[src/rtl/reset_seq_pkg.sv]
// Shared types and width helpers for the reset sequencer.
package reset_seq_pkg;

    typedef enum logic [1:0] {
        HOLD,
        GAP,
        DONE,
        SWRST
    } reset_seq_state_t;

    // Counter/index width that never collapses to zero bits.
    function automatic int unsigned clog2_min1(input int unsigned value);
        return (value <= 1) ? 1 : $clog2(value);
    endfunction

endpackage

[src/rtl/reset_sync.sv]
// Reset deassertion synchronizer: async-set flop chain that shifts in zeros.
module reset_sync #(
    parameter int unsigned SYNC_STAGES = 2
) (
    input  logic ck,
    input  logic rst,
    output logic rst_sync
);

    logic [SYNC_STAGES-1:0] chain;

    always_ff @(posedge ck or posedge rst) begin
        if (rst) begin
            chain <= '1;
        end else begin
            chain <= {chain[SYNC_STAGES-2:0], 1'b0};
        end
    end

    assign rst_sync = chain[SYNC_STAGES-1];

endmodule

[src/rtl/reset_seq_ctrl.sv]
// Multi-channel reset sequencer: async assert, ordered synchronous release.
// Optional macro RESET_SEQ_REVERSE_ASSERT_EN: SWRST asserts channels high-to-low.
module reset_seq_ctrl
    import reset_seq_pkg::*;
#(
    parameter int unsigned NUM_CH      = 4,
    parameter int unsigned SYNC_STAGES = 2,
    parameter int unsigned GAP_CYCLES  = 8
) (
    input  logic              ck,
    input  logic              rst,
    input  logic              sw_req,
    input  logic [NUM_CH-1:0] ch_hold,
    output logic [NUM_CH-1:0] rst_out,
    output logic              done,
    output logic              stalled
);

    localparam int unsigned CNT_W = clog2_min1(GAP_CYCLES + 1);
    localparam int unsigned IDX_W = clog2_min1(NUM_CH);
    localparam logic [CNT_W-1:0] CNT_LAST = CNT_W'(GAP_CYCLES - 1);
    localparam logic [IDX_W-1:0] IDX_LAST = IDX_W'(NUM_CH - 1);

    reset_seq_state_t  state, state_n;
    logic [IDX_W-1:0]  idx, idx_n;
    logic [CNT_W-1:0]  cnt, cnt_n;
    logic [NUM_CH-1:0] rst_out_n;
    logic              done_n;
    logic              stalled_n;
    logic              rst_sync;

    reset_sync #(
        .SYNC_STAGES(SYNC_STAGES)
    ) u_reset_sync (
        .ck       (ck),
        .rst      (rst),
        .rst_sync (rst_sync)
    );

    always_ff @(posedge ck or posedge rst) begin
        if (rst) begin
            state   <= HOLD;
            idx     <= '0;
            cnt     <= '0;
            rst_out <= '1;
            done    <= 1'b0;
            stalled <= 1'b0;
        end else begin
            state   <= state_n;
            idx     <= idx_n;
            cnt     <= cnt_n;
            rst_out <= rst_out_n;
            done    <= done_n;
            stalled <= stalled_n;
        end
    end

    always_comb begin
        state_n   = state;
        idx_n     = idx;
        cnt_n     = cnt;
        rst_out_n = rst_out;
        done_n    = done;
        stalled_n = stalled;

        case (state)
            HOLD: begin
                if (!rst_sync) begin
                    state_n = GAP;
                    cnt_n   = '0;
                end
            end

            GAP: begin
                if (cnt == CNT_LAST) begin
                    if (!ch_hold[idx]) begin
                        rst_out_n[idx] = 1'b0;
                        stalled_n      = 1'b0;
                        if (idx == IDX_LAST) begin
                            state_n = DONE;
                            done_n  = 1'b1;
                        end else begin
                            idx_n = idx + 1'b1;
                            cnt_n = '0;
                        end
                    end else begin
                        stalled_n = 1'b1;
                    end
                end else begin
                    cnt_n = cnt + 1'b1;
                end
            end

            DONE: begin
                done_n = 1'b1;
                if (sw_req) begin
                    state_n = SWRST;
                    done_n  = 1'b0;
                    cnt_n   = '0;
`ifdef RESET_SEQ_REVERSE_ASSERT_EN
                    // idx walks down as the assert pointer; it reaches 0 before GAP.
                    idx_n                 = IDX_LAST;
                    rst_out_n[NUM_CH-1]   = 1'b1;
`else
                    idx_n     = '0;
                    rst_out_n = '1;
`endif
                end
            end

            SWRST: begin
                if (cnt == CNT_LAST) begin
                    cnt_n = '0;
`ifdef RESET_SEQ_REVERSE_ASSERT_EN
                    if (idx == '0) begin
                        state_n = GAP;
                    end else begin
                        idx_n            = idx - 1'b1;
                        rst_out_n[idx_n] = 1'b1;
                    end
`else
                    state_n = GAP;
`endif
                end else begin
                    cnt_n = cnt + 1'b1;
                end
            end

            default: begin
                state_n = HOLD;
            end
        endcase
    end

endmodule

[config.mk]
export PLATFORM = sky130hd
export DESIGN_NAME = reset_seq_ctrl
export DESIGN_NICKNAME = d
export VERILOG_FILES = /design/src/rtl/reset_seq_pkg.sv /design/src/rtl/reset_sync.sv /design/src/rtl/reset_seq_ctrl.sv
export SDC_FILE = /design/constraint.sdc
export NUM_CORES = 1
export LEC_CHECK = 0
export ABC_CLOCK_PERIOD_IN_PS = 2300
export CAP_MARGIN = 20
export CORE_MARGIN = 4
export CORE_UTILIZATION = 53
export CTS_CLUSTER_SIZE = 24
export DETAILED_ROUTE_END_ITERATION = 8
export MAX_ROUTING_LAYER = met4
export PLACE_DENSITY = 0.81
export SYNTH_ARGS = -nofsm -noshare
export SYNTH_HDL_FRONTEND = slang
export SYNTH_SLANG_ARGS = --single-unit
[constraint.sdc]
create_clock -name ck -period 2.3 [get_ports ck]
set_input_delay 0.345 -clock ck [delete_from_list [all_inputs] [get_ports ck]]
set_output_delay 0.345 -clock ck [all_outputs]
set_load 0.01 [all_outputs]
==> results of run 1 <==
==> registers in the layout (all words and copies together) (netlist names) <==
name / count
cnt: 4
done: 1
rst_out: 4
u_reset_sync.chain: 2
stalled: 1
idx: 2
state: 2
==> cell type report <==
cell class,instances,area share
tap,25,0.0272
timing repair buffer,12,0.104
inverter,8,0.0261
multi-input combinational,65,0.456
sequential,16,0.355
clock buffer,4,0.0316
==> metal layers <==
layer,wire (microns),share of wire
met5,0,0
met3,118,0.069
met1,836,0.49
met4,16,0.0094
met2,738,0.43
==> worst paths after layout <==
kind	cells after the start	slack, ps	to	start
max	5	260	idx[1]	state[1]
min	0	360	u_reset_sync.chain[1]	u_reset_sync.chain[0]
max reg2reg	5	260	idx[1]	state[1]
min reg2reg	0	360	u_reset_sync.chain[1]	u_reset_sync.chain[0]
max in group asynchronous	2	1490	cnt[1]	rst
min in group asynchronous	2	420	cnt[3]	rst
==> report_power, final <==
group / internal (W) / switching, W
sequential: 0.000401 / 0.000104
clock: 0.0000963 / 0.0000860
combinational: 0.000347 / 0.000425
total: 0.000845 / 0.000616
==> per-stage QoR <==
stage	hold slack [ps]	area, sq um	setup WS, ps	util
finish	362	1150	259	0.666
global placement	348	1110	223	0.645
CTS	365	1150	286	0.666
floorplan	254	966	554	-
global route	369	1150	84.4	0.666
detailed placement	350	1110	200	0.645
==> logic make-up after synthesis <==
logic type	share of synthesized area
compound gates	0.228
flops	0.422
buf+inv	0.0350
simple gates	0.108
fa+ha+maj	0.130
mux	0.0738
other cells	0.00388
==> cell usage in the layout (no fill, tap or decap), types with 2 or more instances in the layout <==
cell type and instances:
sky130_fd_sc_hd__clkdlybuf4s50_1 12, sky130_fd_sc_hd__nor2_1 10, sky130_fd_sc_hd__ha_1 10, sky130_fd_sc_hd__dfrtp_1 10, sky130_fd_sc_hd__inv_1 8, sky130_fd_sc_hd__a21oi_1 7
sky130_fd_sc_hd__dfstp_2 6, sky130_fd_sc_hd__nand2_1 4, sky130_fd_sc_hd__o21ai_0 4, sky130_fd_sc_hd__clkbuf_4 3, sky130_fd_sc_hd__nand3b_1 2, sky130_fd_sc_hd__nor2b_1 2
sky130_fd_sc_hd__o32ai_1 2, sky130_fd_sc_hd__mux2_1 2, sky130_fd_sc_hd__a31oi_1 2
==> impl_results.md, run 1 <==
* Run status: complete, no violations
* Detail-routed net length per standard cell at 13.1 microns
* Distinct cells, synth at 34
* Global-route track usage on met3 at 0.0445
* Max-slew headroom at the worst pin at 0.598
* Leak at 0.478 nW
* Wire length of the first global-routing pass at 3060 microns
* CP max stage cell: sky130_fd_sc_hd__ha_1
* Top cell type's share of synthesized area at 0.259
* Initial Utilization at 0.559
* Share of flip-flops with an asynchronous set or reset at 1.00
* Power per cell area at 1270 nW/um^2
* Filler instances at 142
* Count of buffers from port buffering at 12
* Final max-slew violation count at 0
* Number of global-route vias before repair at slightly above 700
* Full die area at 2570 sq um
* Reg area at 408 sq um
* Placeable core region at 1730 sq um
* Detailed-routing iteration count for the pre-antenna-repair pass at 4
* Dominant register cell in the synthesized netlist: sky130_fd_sc_hd__dfrtp_1
* Number of top-level pins at 13
* Cell-by-cell listing of the critical path: inv_1 -> ha_1 -> nand2b_1 -> a2111oi_2 -> o32ai_1
* Sequential element share of the synthesized area at 0.422
* Highest ir drop seen on vdd at ~0.83 mV
* Maximum count of clock buffers along a single path at 2
* Final worst path period need at 2040 ps
* Die outline width at 50.7 microns
* Area taken by multi-input logic gates at 524 sq um
* Synthesized Nets at 107
* Maximum number of pins on one net before global-route repair at 17
* Family with the most delay on the worst path: compound AO/OA/AOI/OAI gates
* Cell total after placement at between 100 and 150
* RSZ-0062 raised after global routing: false
* Synthesized area at just under 1000 sq um
* Final wirelength at 1710 microns
* Number of buffer and inverter stages on the critical path at 1
* DRC marker count from the first detailed-route iteration at 21
* Hold/Removal Path Class: register to register
* Global route hottest layer: met2
* Clock latency on the worst-skew pair at 280 ps
* Count of hold-fix buffers inserted at cts at 0
* Number of vias per cell after detailed routing at 5.60
* Commonest cells in the synthesized netlist: 10 x sky130_fd_sc_hd__dfrtp_1, 10 x sky130_fd_sc_hd__ha_1, 10 x sky130_fd_sc_hd__nor2_1, 8 x sky130_fd_sc_hd__inv_1, 7 x sky130_fd_sc_hd__a21oi_1
* Global route overflow at 0
* Crit path kind: register to register
* Number of synthesized flops with an enable pin at 0
* Setup Total Neg Slack at 0 ps
* TritonCTS clock tree: done
* Maximum cell stage delay along the critical path at 500 ps
* Inserted Clock Buffers at 3
* Number of sinks handled by clock tree synthesis at 16
* Count of unresolved DRC violations after routing at 0
* Buffer type at the clock tree root: sky130_fd_sc_hd__clkbuf_4
* Number of buffers inserted to repair setup after CTS at 0
* Post-route insts no fill at 130
* Nets@finish at 123
* Residual antenna-violating net count after detailed routing at 0
* Dominant cell type by area after synthesis: sky130_fd_sc_hd__dfrtp_1
* Type of origin of the critical path: register
* Required time at the worst-slack endpoint at 2440 ps
* Global routing usage on met2 at 0.239
* Vias post-DR at 728
* Setup crit end kind: register
* Clock slew at the register clock pins of the worst setup and hold paths at 90 ps
* Max-capacitance violation count at 0
* Routing usage on met1 at 0.217
* Top area cells in the synthesized netlist: sky130_fd_sc_hd__dfrtp_1 26%, sky130_fd_sc_hd__dfstp_2 16%, sky130_fd_sc_hd__ha_1 13%
* Row count at 15
* Antenna violations before repair at 0
* Flop and latch count out of synthesis at 16
* Count of instances resized after the clock tree is built at 0
* Per-instance average area after synthesis at between 10 and 15 sq um
* Final setup violation count at 0
* Highest attainable clock frequency at between 0.4 and 0.5 GHz
* Final GP Congestion at 0.769
* Layout area overhead at 19.0%
* Count of synthesis-stage warnings from yosys at 0
* Antenna diode count at 0
* Crit path DAT at 2190 ps
* Clock skew after layout at roughly 1.4 ps
* Overall fraction of global-route tracks in use at 0.161
* Actual slew at the worst max-slew pin at 602 ps
* Post-DP HPWL at 1300 microns
* Final worst path period share at 0.887
* Final Hold Vio Count at 0
* Maximum level of the CTS H-tree at 1
* Fraction of final layout cells sized beyond drive strength 1 at 0.181
* Maximum fanout count along the critical path at 13
* Sum of internal, switching and leakage power at roughly 0.0015 W
* Die height at roughly 50 microns
* Gate Count Post-Synth at 90
(Power assumes the default switching activity.)
==> run 2, diff against run 1 <==
HOLD_SLACK_MARGIN = 0.15   (was not set)
==> results of run 2 <==
Final layout, timing and power as in run 1 (identical DEF).
